[config.mk]
export PLATFORM = sky130hd
export DESIGN_NAME = ex_mem_stage
export DESIGN_NICKNAME = d
export VERILOG_FILES = /design/src/rtl/ex_mem_pkg.sv /design/src/rtl/pipe_skid_reg.sv /design/src/rtl/ex_mem_stage.sv
export SDC_FILE = /design/constraint.sdc
export NUM_CORES = 1
export LEC_CHECK = 0
export ABC_AREA = 1
export CAP_MARGIN = 20
export CORE_UTILIZATION = 45
export CTS_BUF_LIST = sky130_fd_sc_hd__clkbuf_4 sky130_fd_sc_hd__clkbuf_8
export CTS_CLUSTER_SIZE = 16
export DETAILED_ROUTE_END_ITERATION = 8
export GPL_TIMING_DRIVEN = 0
export PLACE_DENSITY_LB_ADDON = 0.1
export SKIP_LAST_GASP = 1
export SLEW_MARGIN = 20
export SYNTH_ARGS = -nofsm -noshare
export SYNTH_HDL_FRONTEND = slang
export SYNTH_SLANG_ARGS = --single-unit
[constraint.sdc]
create_clock -name clk_i -period 6.3 [get_ports clk_i]
set_clock_uncertainty 0.2 [all_clocks]
set_input_delay 1.89 -clock clk_i [delete_from_list [all_inputs] [get_ports clk_i]]
set_output_delay 1.89 -clock clk_i [all_outputs]
set_load 0.01 [all_outputs]
[src/rtl/ex_mem_pkg.sv]
// ----------------------------------------------------------------------------
// ex_mem_pkg
// Shared definitions for the EX/MEM pipeline stage:
//   - ALU control encodings used by the execute stage
//   - the EX/MEM payload record carried through the skid register
//   - the skid register state encoding
//   - branch resolution helper
// ----------------------------------------------------------------------------
package ex_mem_pkg;

    // The payload record is a fixed-layout packed struct, so its field widths
    // live here. The stage parameters default to these values.
    localparam int REC_DATA_W = 32;
    localparam int REC_ADDR_W = 5;

    // ALU control encodings
    localparam logic [3:0] ALU_ADD  = 4'd0;
    localparam logic [3:0] ALU_SUB  = 4'd1;
    localparam logic [3:0] ALU_AND  = 4'd2;
    localparam logic [3:0] ALU_OR   = 4'd3;
    localparam logic [3:0] ALU_SLT  = 4'd4;
    localparam logic [3:0] ALU_SLTU = 4'd5;
    localparam logic [3:0] ALU_SLLV = 4'd6;
    localparam logic [3:0] ALU_LUI  = 4'd7;
    localparam logic [3:0] ALU_ORI  = 4'd8;
    localparam logic [3:0] ALU_BEQ  = 4'd9;
    localparam logic [3:0] ALU_BNE  = 4'd10;

    typedef struct packed {
        logic [REC_DATA_W-1:0] result;
        logic [REC_DATA_W-1:0] rt_data;
        logic [REC_ADDR_W-1:0] rd_addr;
        logic                  reg_write;
        logic                  mem_read;
        logic                  mem_write;
        logic                  mem_to_reg;
    } ex_mem_rec_t;

    // Occupancy of the 2-entry skid register.
    typedef enum logic [1:0] {
        S_EMPTY = 2'd0,   // output invalid
        S_ONE   = 2'd1,   // output valid, skid empty
        S_FULL  = 2'd2    // output and skid both valid
    } skid_state_e;

    // beq is taken on zero, bne on non-zero.
    function automatic logic branch_taken(input logic is_branch,
                                          input logic zero,
                                          input logic is_ne);
        return is_branch & (zero ^ is_ne);
    endfunction

endpackage

[src/rtl/pipe_skid_reg.sv]
// ----------------------------------------------------------------------------
// pipe_skid_reg
// Two-entry skid register for ex_mem_rec_t. The upstream ready is a flop, so
// there is no combinational path from ready_i to ready_o; the second entry
// absorbs the record accepted in the cycle the downstream stalls.
//
// Ports:
//   clk_i    in   clock
//   rst_i    in   asynchronous active-low reset
//   flush_i  in   synchronous kill of both entries (highest priority)
//   valid_i  in   upstream record present
//   ready_o  out  registered; low only while both entries are held
//   data_i   in   upstream record
//   valid_o  out  output entry valid
//   ready_i  in   downstream accepts
//   data_o   out  output entry (held stable while stalled)
// ----------------------------------------------------------------------------
module pipe_skid_reg
    import ex_mem_pkg::*;
(
    input  logic        clk_i,
    input  logic        rst_i,
    input  logic        flush_i,
    input  logic        valid_i,
    output logic        ready_o,
    input  ex_mem_rec_t data_i,
    output logic        valid_o,
    input  logic        ready_i,
    output ex_mem_rec_t data_o
);

    skid_state_e r_state;
    skid_state_e w_state_nxt;
    logic        r_ready;
    logic        r_valid;
    ex_mem_rec_t r_out;
    ex_mem_rec_t r_skid;

    logic w_accept;
    logic w_send;
    logic w_load_out;
    logic w_load_out_from_skid;
    logic w_load_skid;

    assign w_accept = valid_i & r_ready;
    assign w_send   = r_valid & ready_i;

    always_ff @(posedge clk_i or negedge rst_i) begin
        if (!rst_i) begin
            r_state <= S_EMPTY;
            r_ready <= 1'b1;
            r_valid <= 1'b0;
        end else begin
            r_state <= w_state_nxt;
            // Flags are precomputed from the next state so both outputs come
            // straight from flops.
            r_ready <= (w_state_nxt != S_FULL);
            r_valid <= (w_state_nxt != S_EMPTY);
        end
    end

    always_comb begin
        w_state_nxt          = r_state;
        w_load_out           = 1'b0;
        w_load_out_from_skid = 1'b0;
        w_load_skid          = 1'b0;
        if (flush_i) begin
            w_state_nxt = S_EMPTY;
        end else begin
            case (r_state)
                S_EMPTY: begin
                    if (w_accept) begin
                        w_load_out  = 1'b1;
                        w_state_nxt = S_ONE;
                    end
                end
                S_ONE: begin
                    if (w_accept && w_send) begin
                        w_load_out = 1'b1;
                    end else if (w_accept) begin
                        w_load_skid = 1'b1;
                        w_state_nxt = S_FULL;
                    end else if (w_send) begin
                        w_state_nxt = S_EMPTY;
                    end
                end
                S_FULL: begin
                    // ready_o is low here, so nothing can be accepted.
                    if (w_send) begin
                        w_load_out_from_skid = 1'b1;
                        w_state_nxt          = S_ONE;
                    end
                end
                default: begin
                    w_state_nxt = S_EMPTY;
                end
            endcase
        end
    end

    always_ff @(posedge clk_i or negedge rst_i) begin
        if (!rst_i) begin
            r_out <= '0;
        end else if (w_load_out) begin
            r_out <= data_i;
        end else if (w_load_out_from_skid) begin
            r_out <= r_skid;
        end
    end

    // The skid entry is only read while marked valid, so it needs no reset.
    always_ff @(posedge clk_i) begin
        if (w_load_skid) begin
            r_skid <= data_i;
        end
    end

    assign ready_o = r_ready;
    assign valid_o = r_valid;
    assign data_o  = r_out;

endmodule

[src/rtl/ex_mem_stage.sv]
// ----------------------------------------------------------------------------
// ex_mem_stage
// EX/MEM pipeline stage. Captures the ALU result and its control payload into
// a 2-entry skid register, resolves beq/bne from the zero flag, and counts
// retired records and stalled cycles.
//
// Ports:
//   clk_i, rst_i (async active-low), flush_i
//   valid_i / ready_o      upstream handshake, ready_o registered
//   alu_result_i, zero_i, rt_data_i, rd_addr_i, control bits, branch_i,
//   branch_ne_i, branch_target_i   EX record
//   valid_o / ready_i      downstream handshake
//   alu_result_o, rt_data_o, rd_addr_o, control bits   registered payload
//   branch_taken_o         one-cycle pulse the cycle after a taken branch is accepted
//   branch_target_o        target of the last taken branch
//   retire_cnt_o           records handed downstream (wraps)
//   stall_cnt_o            cycles with valid_o=1 and ready_i=0 (wraps)
// ----------------------------------------------------------------------------
module ex_mem_stage
    import ex_mem_pkg::*;
#(
    parameter int DATA_W     = REC_DATA_W,
    parameter int REG_ADDR_W = REC_ADDR_W,
    parameter int CNT_W      = 32
) (
    input  logic                  clk_i,
    input  logic                  rst_i,
    input  logic                  flush_i,
    input  logic                  valid_i,
    output logic                  ready_o,
    input  logic [DATA_W-1:0]     alu_result_i,
    input  logic                  zero_i,
    input  logic [DATA_W-1:0]     rt_data_i,
    input  logic [REG_ADDR_W-1:0] rd_addr_i,
    input  logic                  reg_write_i,
    input  logic                  mem_read_i,
    input  logic                  mem_write_i,
    input  logic                  mem_to_reg_i,
    input  logic                  branch_i,
    input  logic                  branch_ne_i,
    input  logic [DATA_W-1:0]     branch_target_i,
    output logic                  valid_o,
    input  logic                  ready_i,
    output logic [DATA_W-1:0]     alu_result_o,
    output logic [DATA_W-1:0]     rt_data_o,
    output logic [REG_ADDR_W-1:0] rd_addr_o,
    output logic                  reg_write_o,
    output logic                  mem_read_o,
    output logic                  mem_write_o,
    output logic                  mem_to_reg_o,
    output logic                  branch_taken_o,
    output logic [DATA_W-1:0]     branch_target_o,
    output logic [CNT_W-1:0]      retire_cnt_o,
    output logic [CNT_W-1:0]      stall_cnt_o
);

    ex_mem_rec_t       w_rec_in;
    ex_mem_rec_t       w_rec_out;
    logic              w_ready;
    logic              w_valid;
    logic              w_accept;
    logic              w_send;
    logic              w_take;

    logic              r_branch_taken;
    logic [DATA_W-1:0] r_branch_target;
    logic [CNT_W-1:0]  r_retire_cnt;
    logic [CNT_W-1:0]  r_stall_cnt;

    always_comb begin
        w_rec_in            = '0;
        w_rec_in.result     = alu_result_i;
        w_rec_in.rt_data    = rt_data_i;
        w_rec_in.rd_addr    = rd_addr_i;
        w_rec_in.reg_write  = reg_write_i;
        w_rec_in.mem_read   = mem_read_i;
        w_rec_in.mem_write  = mem_write_i;
        w_rec_in.mem_to_reg = mem_to_reg_i;
    end

    pipe_skid_reg u_skid (
        .clk_i   (clk_i),
        .rst_i   (rst_i),
        .flush_i (flush_i),
        .valid_i (valid_i),
        .ready_o (w_ready),
        .data_i  (w_rec_in),
        .valid_o (w_valid),
        .ready_i (ready_i),
        .data_o  (w_rec_out)
    );

    assign w_accept = valid_i & w_ready;
    assign w_send   = w_valid & ready_i;
    // A record presented during a flush is dropped, so it must not resolve.
    assign w_take   = w_accept & ~flush_i & branch_taken(branch_i, zero_i, branch_ne_i);

    // The pulse is driven from the accept cycle, not from the buffer, so it
    // never waits on downstream backpressure.
    always_ff @(posedge clk_i or negedge rst_i) begin
        if (!rst_i) begin
            r_branch_taken  <= 1'b0;
            r_branch_target <= '0;
        end else begin
            r_branch_taken <= w_take;
            if (w_take) begin
                r_branch_target <= branch_target_i;
            end
        end
    end

    // A send on a flush cycle still counts: downstream already took the record.
    always_ff @(posedge clk_i or negedge rst_i) begin
        if (!rst_i) begin
            r_retire_cnt <= '0;
            r_stall_cnt  <= '0;
        end else begin
            if (w_send) begin
                r_retire_cnt <= r_retire_cnt + CNT_W'(1);
            end
            if (w_valid && !ready_i) begin
                r_stall_cnt <= r_stall_cnt + CNT_W'(1);
            end
        end
    end

    assign ready_o         = w_ready;
    assign valid_o         = w_valid;
    assign alu_result_o    = w_rec_out.result;
    assign rt_data_o       = w_rec_out.rt_data;
    assign rd_addr_o       = w_rec_out.rd_addr;
    assign reg_write_o     = w_rec_out.reg_write;
    assign mem_read_o      = w_rec_out.mem_read;
    assign mem_write_o     = w_rec_out.mem_write;
    assign mem_to_reg_o    = w_rec_out.mem_to_reg;
    assign branch_taken_o  = r_branch_taken;
    assign branch_target_o = r_branch_target;
    assign retire_cnt_o    = r_retire_cnt;
    assign stall_cnt_o     = r_stall_cnt;

endmodule

==> impl_metrics.env, run 1 <==
export IMPL_setup_tns_ns=0
export IMPL_max_freq_mhz=269.6
export IMPL_routed_wl_um=27340
export IMPL_yosysMostFrequentCell="nand2_1"
export IMPL_crit_path_max_fanout=2
export IMPL_synth_top_area_share_pct=40.72
export IMPL_clock_latency_ns=0.52
export IMPL_post_route_worst_setup_slack_ns=2.591
export IMPL_vias=8640
export IMPL_synthesis_area_um2=10630
export IMPL_clock_sinks=247
export IMPL_slew_limit_headroom_pct=57.74
export IMPL_finalCritPeriodShare_pct=58.88
export IMPL_cp_required_ns=4.21
export IMPL_seq_area_frac_synth_pct=61.59
export IMPL_cts_repair_resize_count=0
export IMPL_rows=55
export IMPL_worstReg2RegStart="u_skid.ready_o"
export IMPL_place_hpwl_um=19500
export IMPL_grt_max_degree=89
export IMPL_ir_worst_vdd_uv=222.1
export IMPL_cp_top_family="buffers and inverters"
export IMPL_r2r_end="u_skid.r_skid[54]"
export IMPL_startpoint_type="flip-flop"
export IMPL_layout_drive_gt1_share_pct=8.812
export IMPL_grt_pass1_wl_um=44440
export IMPL_synth_ff_type="dfrtp_1"
export IMPL_synth_seq_cells=247
export IMPL_ant_nets=0
export IMPL_hp_start="u_skid.data_o[55]"
export IMPL_postCtsHoldBufs=0
export IMPL_crit_buf_inv=1
export IMPL_hold_depth=2
export IMPL_area_growth_pct=40.06
export IMPL_antenna_found_initial=1
export IMPL_cts_made_buffers=41
export IMPL_synth_commonest_cells="nand2_1, dfrtp_1, inv_1, o21ai_0, edfxtp_1"
export IMPL_hold_class="reg -> reg"
export IMPL_start_util_pct=46.39
export IMPL_yosysUniqueCellTypes=28
export IMPL_rsz0062_at_grt="no"
export IMPL_p_per_area_nw_per_um2=313.3
export IMPL_die_x_um=155.7
export IMPL_crit_type="reg -> out"
export IMPL_cts_setup_buffers=0
export IMPL_path_clk_slew_ns=0.06
export IMPL_cts_max_level=2
export IMPL_clockBufferDepth=3
export IMPL_async_flop_share_pct=70.45
export IMPL_critPathArrivalTime_ns=1.62
export IMPL_nets=1583
export IMPL_dieArea_um2=24240
export IMPL_yosys_area_top_type="dfrtp_1"
export IMPL_drtIter0Drc=470
export IMPL_r2r_cells=6
export IMPL_die_height_um=155.7
export IMPL_syn_num_nets=1249
export IMPL_place_ws_ns=2.026
export IMPL_finalHoldViolCount=0
export IMPL_wl_per_cell_um=15.09
export IMPL_maxCapViolations=0
export IMPL_syn_inst=1134
export IMPL_core_area_um2=22920
export IMPL_ios=285
export IMPL_fin_crit_ns=3.709
export IMPL_end_kind="output port"
export IMPL_drt_pass1_iterations=5
export IMPL_route_detailed_drc=0
export IMPL_setup_viol=0
export IMPL_max_stage_delay_ns=0.59
export IMPL_drv_slew=0
export IMPL_post_synth_cell_area_avg_um2=9.375
export IMPL_status="completed"
export IMPL_viasPerCell=4.768
export IMPL_p_leak_nw=6.842
export IMPL_hold_end="u_skid.data_o[55]"
export IMPL_grt_pass1_vias=8768
export IMPL_overflow=0
export IMPL_portBuffers=284
export IMPL_cts_tree="yes"
export IMPL_reg2reg_slack_ns=4.00
export IMPL_crit_chain="clkdlybuf4s50_1"
export IMPL_synth_edf_count=73
export IMPL_worst_slew_pin_slew_ns=0.6319
export IMPL_cts_root_buf="clkbuf_8"
export IMPL_gp_congestion=0.8145
export IMPL_globalRouteTotalUtil_pct=23.13
export IMPL_synthTopCellsByArea="dfrtp_1, edfxtp_1, nand2_1"
export IMPL_ys_warn_count=0
export IMPL_critical_path_slowest_cell="clkdlybuf4s50_1"
state kept, by name, indices dropped and copies added (netlist names):
register,cells
branch_taken_o,1
branch_target_o,32
retire_cnt_o,32
stall_cnt_o,32
u_skid.data_o,73
u_skid.r_skid,73
u_skid.r_state,2
u_skid.ready_o,1
u_skid.valid_o,1
cell type report:
type,count,area [um2]
clock inverter,6,85.08
sequential,247,6548
fill,1925,8025
antenna,1,2.502
multi-input combinational,714,3307
inverter,134,505.5
timing repair buffer,291,2978
tap,313,391.6
clock buffer,67,790.8
buffer,39,282.8
how the worst max path moves through the flow:
stage | from | to | depth (start not counted)
after global routing | valid_i | u_skid.r_skid[54] | 7
after floorplan | valid_i | u_skid.r_skid[0] | 4
after global placement | rst_i | branch_taken_o | 1
final | u_skid.ready_o | ready_o | 1
after CTS | u_skid.ready_o | ready_o | 1
after detailed placement | valid_i | u_skid.r_skid[60] | 7
stage by stage:
step / utilization (%) / instance area, um2 / total power, mW / hold slack [ns] / cells
after floorplan: - / 10640 / 2.493 / 0.3127 / 1134
after global placement: 60.53 / 13870 / 3.179 / 0.2607 / 1731
after detailed placement: 61.15 / 14010 / 3.201 / 0.2643 / 1738
after CTS: 64.97 / 14890 / 4.713 / 0.2801 / 1811
after global routing: 64.98 / 14890 / 4.903 / 0.2894 / 1812
final: 64.98 / 14890 / 4.665 / 0.2751 / 1812
cells by family (layout without fill, tap and decap cells):
kind of cell | after synthesis | after routing | synth area share [%]
AND/OR/NAND/NOR | 523 | 523 | 20.38
flip-flops | 247 | 247 | 61.59
buffers and inverters | 173 | 537 | 7.414
AO/OA/AOI/OAI | 148 | 148 | 7.002
XOR/XNOR | 41 | 41 | 3.378
adder cells (fa/ha/maj) | 2 | 2 | 0.2353
other | 0 | 1 | 0
layer usage:
layer  up-vias  GRT usage [%]  part of all wire (%)
li1       4294              -                     -
met1      4041          29.17                    43
met2       269          38.99                    48
met3        36          6.611                   7.6
met4         0          6.162                   1.7
met5         -              0                     0
layout by cell type (no fill, tap or decap), drive strengths merged, types with 39 or more instances in the layout:
master and n:
buf 43, inv 134, nand3 39, dfrtp 173
clkdlybuf4s50 283, edfxtp 73, nor2 64, o21ai 148
nand2 378, clkbuf 71
power breakdown:
part           switching [mW]  leakage, nW  total, mW  internal (mW)
registers               0.169         2.82       2.07           1.90
logic                   0.498         3.56       1.10          0.601
clock network           0.621        0.464       1.50          0.874
total                    1.29         6.84       4.66           3.38
(Power assumes the default switching activity.)
==> run 2: changes to the inputs <==
clock period = 3 ns   (was 6.3 ns; I/O delays follow)
==> impl_metrics.env, run 2 (same netlist as run 1, synthesis figures left out) <==
export IMPL_status="completed"
export IMPL_max_freq_mhz=354.2
export IMPL_cts_repair_resize_count=0
export IMPL_design_area_um2=14900
export IMPL_critPathArrivalTime_ns=1.72
export IMPL_place_hpwl_um=18940
export IMPL_pwr_share_clk_pct=31.5
export IMPL_overflow=0
export IMPL_wl_per_cell_um=14.87
export IMPL_reg2reg_slack_ns=0.69
export IMPL_grt_pass1_wl_um=43880
export IMPL_final_core_util_pct=65.01
export IMPL_drv_slew=0
export IMPL_worst_slew_pin_slew_ns=0.5028
export IMPL_fillers=1889
export IMPL_finalHoldViolCount=0
export IMPL_max_stage_delay_ns=0.61
export IMPL_start_util_pct=46.39
export IMPL_p_switching_mw=2.727
export IMPL_critical_path_slowest_cell="clkdlybuf4s50_1"
export IMPL_slew_limit_headroom_pct=66.48
export IMPL_startpoint_type="flip-flop"
export IMPL_finalCritPeriodShare_pct=94.11
export IMPL_route_detailed_drc=0
export IMPL_setup_viol=0
export IMPL_final_cell_mix="nand2_1, clkdlybuf4s50_1, dfrtp_1"
export IMPL_final_common_cell="nand2_1"
export IMPL_globalRouteTotalUtil_pct=22.77
export IMPL_crit_path_max_fanout=2
export IMPL_combPwrFrac_pct=23.8
export IMPL_ant_nets=0
export IMPL_dpl_cell_area_um2=14030
export IMPL_cp_depth=1
export IMPL_clock_sinks=247
export IMPL_crit_chain="clkdlybuf4s50_1"
export IMPL_cp_endpoint="ready_o"
export IMPL_core_area_um2=22920
export IMPL_crit_start="u_skid.ready_o"
export IMPL_seq_power_share_pct=44.7
export IMPL_end_kind="output port"
export IMPL_cts_setup_buffers=0
export IMPL_p_int_mw=6.980
export IMPL_dieArea_um2=24240
export IMPL_die_height_um=155.7
export IMPL_netSwitchingFraction_pct=28.09
export IMPL_grt_max_degree=92
export IMPL_antenna_found_initial=0
export IMPL_path_clk_slew_ns=0.06
export IMPL_cts_tree="yes"
export IMPL_fin_crit_ns=2.823
export IMPL_maxCapViolations=0
export IMPL_die_x_um=155.7
export IMPL_rsz0062_at_grt="no"
export IMPL_crit_type="reg -> out"
export IMPL_p_leak_nw=6.836
export IMPL_drtIter0Drc=477
export IMPL_cp_top_family="buffers and inverters"
export IMPL_worstReg2RegStart="u_skid.ready_o"
export IMPL_hold_class="in -> async"
export IMPL_layout_drive_gt1_share_pct=8.945
export IMPL_crit_buf_inv=1
export IMPL_cts_root_buf="clkbuf_8"
export IMPL_p_per_area_nw_per_um2=651.6
export IMPL_vias=8572
export IMPL_nets=1584
export IMPL_cts_max_level=2
export IMPL_routed_wl_um=26960
export IMPL_clockBufferDepth=3
export IMPL_postCtsHoldBufs=0
export IMPL_cp_required_ns=1.90
export IMPL_r2r_cells=8
export IMPL_grt_pass1_vias=8721
export IMPL_r2r_end="u_skid.r_skid[13]"
export IMPL_ios=285
export IMPL_clock_latency_ns=0.54
export IMPL_portBuffers=284
export IMPL_area_growth_pct=40.13
export IMPL_viasPerCell=4.728
export IMPL_drt_pass1_iterations=6
export IMPL_cts_made_buffers=41
export IMPL_gp_congestion=0.8387
export IMPL_ir_worst_vdd_uv=437.5
export IMPL_rows=55
## run 2: cell types whose count changed in the layout (fill, tap and decap cells not counted), sizes merged
cell and change:
clkinvlp -1, bufinv -2, diode +1, inv +2, buf +1
## run 2: area by class of cell
cell class,instances,area [um2],area share (%)
Antenna cell,2,5.005,0.03359
Buffer,39,282.8,1.898
Clock buffer,67,815.8,5.476
Clock inverter,5,35.03,0.2352
Inverter,134,505.5,3.393
Multi-Input combinational cell,714,3337,22.40
Sequential cell,247,6548,43.95
Tap cell,313,391.6,2.629
Timing Repair Buffer,292,2978,19.99
## run 2: power by group through the flow
| stage | combinational [mW] | sequential, mW | clock [mW] |
|---|---|---|---|
| 5_1_grt | 2.53 | 4.41 | 3.27 |
| 2_1_floorplan | 0.655 | 4.59 | 0 |
| 4_1_cts | 2.34 | 4.35 | 3.14 |
| 6_report | 2.31 | 4.34 | 3.06 |
| 3_3_place_gp | 2.28 | 4.39 | 0 |
| 3_5_place_dp | 2.34 | 4.38 | 0 |
## run 2: worst min-delay path by stage
| stage | from | to | slack (ns) | cells after the start |
|---|---|---|---|---|
| 2_1_floorplan | u_skid.data_o[31] | u_skid.data_o[31] | 0.31 | 2 |
| 3_3_place_gp | u_skid.data_o[47] | u_skid.data_o[47] | 0.26 | 2 |
| 3_5_place_dp | branch_target_o[18] | branch_target_o[18] | 0.26 | 2 |
| 4_1_cts | rst_i | stall_cnt_o[18] | 0.18 | 2 |
| 5_1_grt | rst_i | stall_cnt_o[12] | 0.19 | 2 |
| 6_report | rst_i | stall_cnt_o[24] | 0.16 | 2 |
## run 2: per-layer routing
| metal | up-vias | GRT usage (%) | share of wire, % |
|---|---|---|---|
| met5 | - | 0 | 0 |
| met4 | 0 | 6.536 | 2.2 |
| met3 | 46 | 6.944 | 7.9 |
| met2 | 265 | 36.84 | 46 |
| met1 | 3972 | 29.57 | 44 |
| li1 | 4289 | - | - |
## run 2: metrics by stage
stage / power, mW / std cells / TNS, ns / hold slack, ns / setup WS, ns
finish: 9.707 / 1813 / 0 / 0.1646 / 0.1768
global route: 10.21 / 1811 / 0 / 0.1939 / 0.1216
CTS: 9.833 / 1810 / 0 / 0.1804 / 0.02935
detailed placement: 6.719 / 1738 / -15.70 / 0.2640 / -0.5427
global placement: 6.669 / 1731 / -1322.64 / 0.2611 / -6.791
floorplan: 5.242 / 1134 / -35.34 / 0.3127 / -0.4841
==> run 3: changes to the inputs <==
SLEW_MARGIN = unset   (was 20)
==> impl_metrics.env, run 3 (same netlist as run 1, synthesis figures left out) <==
export IMPL_gp_congestion=0.8387
export IMPL_critPathArrivalTime_ns=1.72
export IMPL_cts_tree="yes"
export IMPL_layout_drive_gt1_share_pct=9.121
export IMPL_crit_path_max_fanout=2
export IMPL_clock_latency_ns=0.54
export IMPL_cts_made_buffers=43
export IMPL_ant_nets=0
export IMPL_grt_pass1_vias=8691
export IMPL_clock_sinks=247
export IMPL_setup_viol=0
export IMPL_viasPerCell=4.758
export IMPL_final_common_cell="nand2_1"
export IMPL_crit_chain="clkdlybuf4s50_1"
export IMPL_crit_type="reg -> out"
export IMPL_die_x_um=155.7
export IMPL_route_detailed_drc=0
export IMPL_drtIter0Drc=540
export IMPL_max_stage_delay_ns=0.61
export IMPL_fillers=1864
export IMPL_rows=55
export IMPL_status="completed"
export IMPL_clockBufferDepth=3
export IMPL_nets=1583
export IMPL_finalCritPeriodShare_pct=94.12
export IMPL_crit_buf_inv=1
export IMPL_finalHoldViolCount=0
export IMPL_cts_max_level=2
export IMPL_place_hpwl_um=19040
export IMPL_startpoint_type="flip-flop"
export IMPL_cts_setup_buffers=0
export IMPL_start_util_pct=46.39
export IMPL_antenna_found_initial=0
export IMPL_critical_path_slowest_cell="clkdlybuf4s50_1"
export IMPL_cts_repair_resize_count=0
export IMPL_worst_slew_pin_slew_ns=0.7395
export IMPL_wl_per_cell_um=14.93
export IMPL_vias=8635
export IMPL_finalNonFillerCells=1815
export IMPL_ios=285
export IMPL_area_growth_pct=40.71
export IMPL_grt_max_degree=92
export IMPL_core_area_um2=22920
export IMPL_hold_class="in -> async"
export IMPL_dieArea_um2=24240
export IMPL_final_cell_mix="nand2_1, clkdlybuf4s50_1, dfrtp_1"
export IMPL_ir_worst_vdd_uv=409.1
export IMPL_cp_required_ns=1.90
export IMPL_die_height_um=155.7
export IMPL_postCtsHoldBufs=0
export IMPL_drt_pass1_iterations=5
export IMPL_rsz0062_at_grt="no"
export IMPL_num_antenna_cells=0
export IMPL_fin_crit_ns=2.824
export IMPL_portBuffers=284
export IMPL_path_clk_slew_ns=0.06
export IMPL_maxCapViolations=0
export IMPL_dpl_cell_count=1736
export IMPL_globalRouteTotalUtil_pct=22.89
export IMPL_end_kind="output port"
export IMPL_slew_limit_headroom_pct=50.70
export IMPL_cp_top_family="buffers and inverters"
export IMPL_p_leak_nw=6.860
export IMPL_p_per_area_nw_per_um2=658.2
export IMPL_cts_root_buf="clkbuf_8"
export IMPL_setup_tns_ns=0
export IMPL_overflow=0
export IMPL_grt_pass1_wl_um=43890
export IMPL_max_freq_mhz=354.2
export IMPL_drv_slew=0
export IMPL_routed_wl_um=27100
==> run 3: cell types whose count changed in the layout (fill, tap and decap cells not counted), sizes merged <==
cell      delta
clkinvlp     +1
clkinv       +4
inv          -1
clkbuf       +3
diode        -2
buf          -3
==> run 3: routing by layer <==
| metal | track usage [%] | vias up | share of wire (%) | wire, um |
|---|---|---|---|---|
| li1 | - | 4289 | - | - |
| met1 | 29.20 | 4027 | 43 | 11530 |
| met2 | 37.50 | 278 | 47 | 12870 |
| met3 | 6.972 | 41 | 8.0 | 2163 |
| met4 | 6.909 | 0 | 2.0 | 541 |
| met5 | 0 | - | 0 | 0 |
==> run 3: worst paths after layout <==
check	start	to	slack, ns	cells after the start
max	u_skid.ready_o	ready_o	0.18	1
min	rst_i	stall_cnt_o[11]	0.19	1
max reg2reg	u_skid.ready_o	u_skid.r_skid[13]	0.58	7
min reg2reg	u_skid.data_o[55]	u_skid.data_o[55]	0.28	2
max in group asynchronous	rst_i	retire_cnt_o[12]	1.54	2
min in group clk_i	u_skid.data_o[55]	u_skid.data_o[55]	0.28	2
==> run 3: power breakdown <==
part | switching, mW | internal (mW) | leakage, nW
clock network | 1.35 | 1.84 | 0.490
logic | 1.05 | 1.26 | 3.55
registers | 0.346 | 4.00 | 2.82
==> run 3: area by class of cell <==
class / instances / area (um2) / share of cell area (%)
Tap cell: 313 / 391.6 / 2.618
Clock buffer: 70 / 869.6 / 5.813
Clock inverter: 9 / 52.55 / 0.3513
Buffer: 39 / 282.8 / 1.890
Inverter: 134 / 505.5 / 3.379
Multi-Input combinational cell: 714 / 3337 / 22.31
Timing Repair Buffer: 289 / 2973 / 19.87
Sequential cell: 247 / 6548 / 43.77
==> run 3: metrics by stage <==
stage               instance area [um2]  setup WS [ns]  utilization [%]  power [mW]  hold slack [ns]
finish                            14960         0.1763            65.28       9.847           0.1856
global route                      14960        0.09323            65.28       10.35           0.2287
CTS                               14960         0.1411            65.28       9.976           0.2067
detailed placement                14040        -0.3315            61.26       6.724           0.2642
global placement                  13910         -6.791            60.69       6.669           0.2611
floorplan                         10670        -0.4841                -       5.242           0.3127
